**src/rtl/decode_format_stage.sv**
```systemverilog
// decode_format_stage: registered RISC-V instruction format decoder.
// Classifies the opcode into a one-hot format, extracts the register and
// funct fields, and builds the sign-extended immediate. A decoded output
// register plus one skid entry give full throughput under back-pressure.
// Also supports flush and keeps a saturating illegal-instruction counter.
module decode_format_stage #(
  parameter int XLEN    = 32,
  parameter int COUNT_W = 16
) (
  input  logic               clk,
  input  logic               rst,
  input  logic               flush,
  input  logic               in_valid,
  output logic               in_ready,
  input  logic [31:0]        in_inst,
  input  logic [XLEN-1:0]    in_pc,
  output logic               out_valid,
  input  logic               out_ready,
  output logic [XLEN-1:0]    out_pc,
  output logic [7:0]         out_fmt,
  output logic               out_illegal,
  output logic [4:0]         out_rd,
  output logic [4:0]         out_rs1,
  output logic [4:0]         out_rs2,
  output logic [2:0]         out_funct3,
  output logic [6:0]         out_funct7,
  output logic [XLEN-1:0]    out_imm,
  output logic [COUNT_W-1:0] illegal_count
);

  // One fully decoded instruction, as held in the output or skid slot.
  typedef struct packed {
    logic [XLEN-1:0] pc;
    logic [7:0]      fmt;
    logic            illegal;
    logic [4:0]      rd;
    logic [4:0]      rs1;
    logic [4:0]      rs2;
    logic [2:0]      funct3;
    logic [6:0]      funct7;
    logic [XLEN-1:0] imm;
  } entry_t;

  localparam logic [COUNT_W-1:0] CNT_MAX = {COUNT_W{1'b1}};

  // Decode is done once, at the input, so both slots hold finished entries.
  function automatic entry_t decode(input logic [31:0] inst, input logic [XLEN-1:0] pc);
    entry_t     e;
    logic [31:0] imm32;
    e        = '0;
    e.pc     = pc;
    e.rd     = inst[11:7];
    e.rs1    = inst[19:15];
    e.rs2    = inst[24:20];
    e.funct3 = inst[14:12];
    e.funct7 = inst[31:25];
    case (inst[6:0])
      7'b0110011:                         e.fmt = 8'h01;
      7'b0010011, 7'b0000011, 7'b1100111: e.fmt = 8'h02;
      7'b0100011:                         e.fmt = 8'h04;
      7'b1100011:                         e.fmt = 8'h08;
      7'b0110111, 7'b0010111:             e.fmt = 8'h10;
      7'b1101111:                         e.fmt = 8'h20;
      7'b0001111:                         e.fmt = 8'h40;
      7'b1110011:                         e.fmt = 8'h80;
      7'b0011011:                         e.fmt = (XLEN == 64) ? 8'h02 : 8'h00;
      7'b0111011:                         e.fmt = (XLEN == 64) ? 8'h01 : 8'h00;
      default:                            e.fmt = 8'h00;
    endcase
    e.illegal = (e.fmt == 8'h00);
    // Immediates are assembled at 32 bits and then sign-extended to XLEN.
    case (e.fmt)
      8'h02, 8'h40, 8'h80: imm32 = {{20{inst[31]}}, inst[31:20]};
      8'h04:               imm32 = {{20{inst[31]}}, inst[31:25], inst[11:7]};
      8'h08:               imm32 = {{19{inst[31]}}, inst[31], inst[7], inst[30:25], inst[11:8], 1'b0};
      8'h10:               imm32 = {inst[31:12], 12'b0};
      8'h20:               imm32 = {{11{inst[31]}}, inst[31], inst[19:12], inst[20], inst[30:21], 1'b0};
      default:             imm32 = 32'h0000_0000;
    endcase
    e.imm = XLEN'($signed(imm32));
    return e;
  endfunction

  entry_t               r_out;
  entry_t               r_skid;
  logic                 r_out_valid;
  logic                 r_skid_valid;
  logic                 r_in_ready;
  logic [COUNT_W-1:0]   r_cnt;

  entry_t               w_new;
  logic                 w_in_fire;
  logic                 w_out_fire;
  logic                 w_out_load;
  logic                 w_out_from_skid;
  logic                 w_skid_load;
  logic                 w_out_valid_nxt;
  logic                 w_skid_valid_nxt;

  assign w_new      = decode(in_inst, in_pc);
  assign w_in_fire  = in_valid && r_in_ready && !flush;
  assign w_out_fire = r_out_valid && out_ready;

  // Slot steering: skid drains into the output first so order is preserved.
  always_comb begin
    w_out_valid_nxt  = r_out_valid;
    w_skid_valid_nxt = r_skid_valid;
    w_out_load       = 1'b0;
    w_out_from_skid  = 1'b0;
    w_skid_load      = 1'b0;
    if (flush) begin
      w_out_valid_nxt  = 1'b0;
      w_skid_valid_nxt = 1'b0;
    end else if (!r_out_valid || w_out_fire) begin
      if (r_skid_valid) begin
        w_out_load       = 1'b1;
        w_out_from_skid  = 1'b1;
        w_out_valid_nxt  = 1'b1;
        w_skid_load      = w_in_fire;
        w_skid_valid_nxt = w_in_fire;
      end else if (w_in_fire) begin
        w_out_load      = 1'b1;
        w_out_valid_nxt = 1'b1;
      end else begin
        w_out_valid_nxt = 1'b0;
      end
    end else begin
      if (w_in_fire) begin
        w_skid_load      = 1'b1;
        w_skid_valid_nxt = 1'b1;
      end else begin
        w_skid_load = 1'b0;
      end
    end
  end

  // State registers: slots, valids, registered in_ready and illegal counter.
  always_ff @(posedge clk) begin
    if (rst) begin
      r_out        <= '0;
      r_skid       <= '0;
      r_out_valid  <= 1'b0;
      r_skid_valid <= 1'b0;
      r_in_ready   <= 1'b0;
      r_cnt        <= '0;
    end else begin
      r_out_valid  <= w_out_valid_nxt;
      r_skid_valid <= w_skid_valid_nxt;
      r_in_ready   <= !w_skid_valid_nxt;
      if (w_out_load) begin
        r_out <= w_out_from_skid ? r_skid : w_new;
      end
      if (w_skid_load) begin
        r_skid <= w_new;
      end
      if (w_out_fire && r_out.illegal && (r_cnt != CNT_MAX)) begin
        r_cnt <= r_cnt + {{(COUNT_W-1){1'b0}}, 1'b1};
      end
    end
  end

  assign in_ready      = r_in_ready;
  assign out_valid     = r_out_valid;
  assign out_pc        = r_out.pc;
  assign out_fmt       = r_out.fmt;
  assign out_illegal   = r_out.illegal;
  assign out_rd        = r_out.rd;
  assign out_rs1       = r_out.rs1;
  assign out_rs2       = r_out.rs2;
  assign out_funct3    = r_out.funct3;
  assign out_funct7    = r_out.funct7;
  assign out_imm       = r_out.imm;
  assign illegal_count = r_cnt;

endmodule

```
**config.mk**
```make
export PLATFORM = sky130hd
export DESIGN_NAME = decode_format_stage
export DESIGN_NICKNAME = d
export VERILOG_FILES = /design/src/rtl/decode_format_stage.sv
export SDC_FILE = /design/constraint.sdc
export NUM_CORES = 1
export LEC_CHECK = 0
export BUFFER_PORTS_ARGS = -buffer_cell sky130_fd_sc_hd__buf_2
export CORE_MARGIN = 3
export CORE_UTILIZATION = 54
export DETAILED_ROUTE_END_ITERATION = 7
export PLACE_DENSITY_LB_ADDON = 0.08
export SLEW_MARGIN = 5
export SYNTH_ARGS = -nofsm -noshare
export SYNTH_HDL_FRONTEND = slang
export SYNTH_SLANG_ARGS = --single-unit
export TNS_END_PERCENT = 1
```
**constraint.sdc**
```tcl
create_clock -name clk -period 2.35 [get_ports clk]
set_clock_uncertainty 0.05 [all_clocks]
set_input_delay 0.47 -clock clk [delete_from_list [all_inputs] [get_ports clk]]
set_output_delay 0.47 -clock clk [all_outputs]
set_load 0.05 [all_outputs]
```
==> results.cfg <==
[status]
outcome = complete, no violations

[logic_synthesis]
synth.avg_cell_area_um2 = 8.41
synth_top_area_share_pct = 50.3
ys_ff_latch = 215
syn_nets = 1088
yosys_warnings = 0
synth_common_cells = 215 x dfxtp_1, 165 x nand2_1, 121 x nor2_1
synth_flop_cell = dfxtp_1
synth_area_um2 = 8560
yosysMostFrequentCell = dfxtp_1
synth-edff-count = 0
yosys.area.top_type = dfxtp_1
yosys-top-cells-area = dfxtp_1 50%, nand2_1 7.2%, a21oi_1 6.1%, nor2_1 5.3%, o22ai_1 4.8%
synth_cell_types = 60
synthCells = 1018
ys_seq_area_share_pct = 50.3
async_reset_ff_share_pct = 0

[critical_path]
critPathKind = reg2reg
r2r_slack_ns = 0.40
cp.required_ns = 2.73
ff2ff_path_depth = 6
cp-end-kind = flop
arrival_ns = 2.33
worstSetupStartpointType = flop
r2r-start = out_valid
critPathMaxFanout = 11
rr_endpoint = out_imm[23]

[clocking]
tritoncts = built
post_cts_buffers = 0
cts-root-buf = clkbuf_16
cts-hold-fix-buffers = 0
clockBufferDepth = 3
cts-resized-gates = 0
cts.sinks = 215
h-tree-depth = 1
cts_buffers = 23
clkTransAtPathRegs_ns = 0.06
insertion_delay_ns = 0.51

[place]
place_inst = 1352
place_hpwl_um = 15200
portBuffers = 184
pre_cts_ws_ns = 0.0685
gp_congestion = 0.878

[floorplanning]
dieArea_um2 = 17400
start_util_pct = 55.7
ios = 185
die_w_um = 132
design.core.area_um2 = 15400
core.rowCount = 45
die_y_um = 132

[sta]
setup_tns_ns = 0
setup_viol = 0
hold_viol = 0
min_period_ns = 1.95
finalMaxSlewViolations = 0
timing.final.ws_setup_ns = 0.396
rsz0062_at_grt = false
timing.fmax_mhz = 512
slew_headroom_pct = 41.1
tightest_slew_ns = 0.884
post-route-period-util_pct = 83.2

[layout]
nets = 1236
antenna_cells = 0
fillCellCount = 1330
fin_cells = 1393
fin_util_pct = 67.9
syn_to_final_growth_pct = 22.0
drive_gt1_share_pct = 22.1

[drt]
vias = 8109
route.detailed.drc = 0
routedWlPerCell_um = 17.0
first_iter_violations = 888
drt-total-wl_um = 23600
via_per_inst = 5.82
first_pass_iters = 5
drtAntennaViolNets = 0

[min_path]
whs_path_depth = 3
min_from = in_pc[3]
hp-class = in2reg
holdPathEnd = r_skid[69]

[power]
peakVddDrop_uv = 500
power_density_nw_per_um2 = 771
p_leak_uw = 0.00406

[flow_run]
cap_violations = 0

[global_route]
grt_overflow = 0
use_met1_pct = 37.4
grt_pass1_vias = 7435
grt_pass1_wl_um = 38700
busiest_layer = met2
grt_usage_pct = 25.9
grtUsageMet2_pct = 40.0
antenna_found_initial = 0
grt_max_degree = 112
use_met3_pct = 5.38
[final cells by class]
class                           instances  area, µm²  area share [%]
Clock buffer                           32        649            6.22
Clock inverter                          9        103           0.983
Inverter                                2       7.51          0.0719
Multi-Input combinational cell        713       3860            37.0
Sequential cell                       215       4300            41.2
Tap cell                              211        264            2.53
Timing Repair Buffer                  211       1250            12.0
[layout by cell type (no fill, tap or decap), drive strengths merged, types with 5 or more instances in the layout]
cell type,n
a211oi,28
a21oi,105
a221oi,7
a222oi,22
a22oi,12
a41oi,7
and3,5
buf,211
clkbuf,32
clkinv,5
dfxtp,215
mux2i,6
nand2,165
nand3,10
nand4,9
nor2,122
nor3,78
nor3b,5
o21ai,9
o22ai,66
xnor2,7
[where the power goes]
group / leakage (µW) / internal, µW / switching, µW
clock network: 0.000375 / 2150 / 1440
registers: 0.00174 / 3710 / 33.7
logic: 0.00195 / 193 / 513
[metal layers]
layer | wire length (µm) | vias up
li1 | - | 3971
met1 | 10900 | 3808
met2 | 10500 | 294
met3 | 1750 | 36
met4 | 515 | 0
met5 | 0 | -
[logic make-up after synthesis]
family,synth area share (%)
and+or+nand+nor,22.3
AOI/OAI and AO/OA,20.5
DFF,50.3
buffers and inverters,4.94
xor gates and xnor gates,0.921
muxes,0.702
adders and majority gates,0.263
[sequential cells by signal (all words and copies together) (netlist names)]
register and count:
illegal_count 16, in_ready 1, out_fmt 8, out_funct3 3
out_funct7 7, out_illegal 1, out_imm 32, out_pc 32
out_rd 5, out_rs1 5, out_rs2 5, out_valid 1
r_skid 98, r_skid_valid 1
[critical path, stage by stage (launching register included)]
cell	delay, ns
dfxtp_1	0.34
nor2b_1	0.14
buf_4	0.17
nor4_4	0.33
and2_1	0.27
nand2_1	0.32
a21oi_1	0.25
[worst max-delay path by stage]
stage / from / end / slack [ns]
final: out_valid / out_imm[23] / 0.40
after global routing: out_illegal / illegal_count[15] / 0.25
after CTS: out_valid / out_illegal / 0.43
after detailed placement: in_inst[3] / r_skid[28] / 0.07
after global placement: in_inst[3] / r_skid[30] / 0.09
after floorplan: illegal_count[0] / illegal_count[14] / 0.27
[per-stage QoR]
stage	hold WS, ns	total power [µW]	instance area, µm²
floorplan	0.381	4280	8560
global placement	0.391	4520	9690
detailed placement	0.396	4520	9690
CTS	0.142	8090	10400
global route	0.164	8310	10400
finish	0.159	8050	10400
Power figures use the tool's default switching activity.
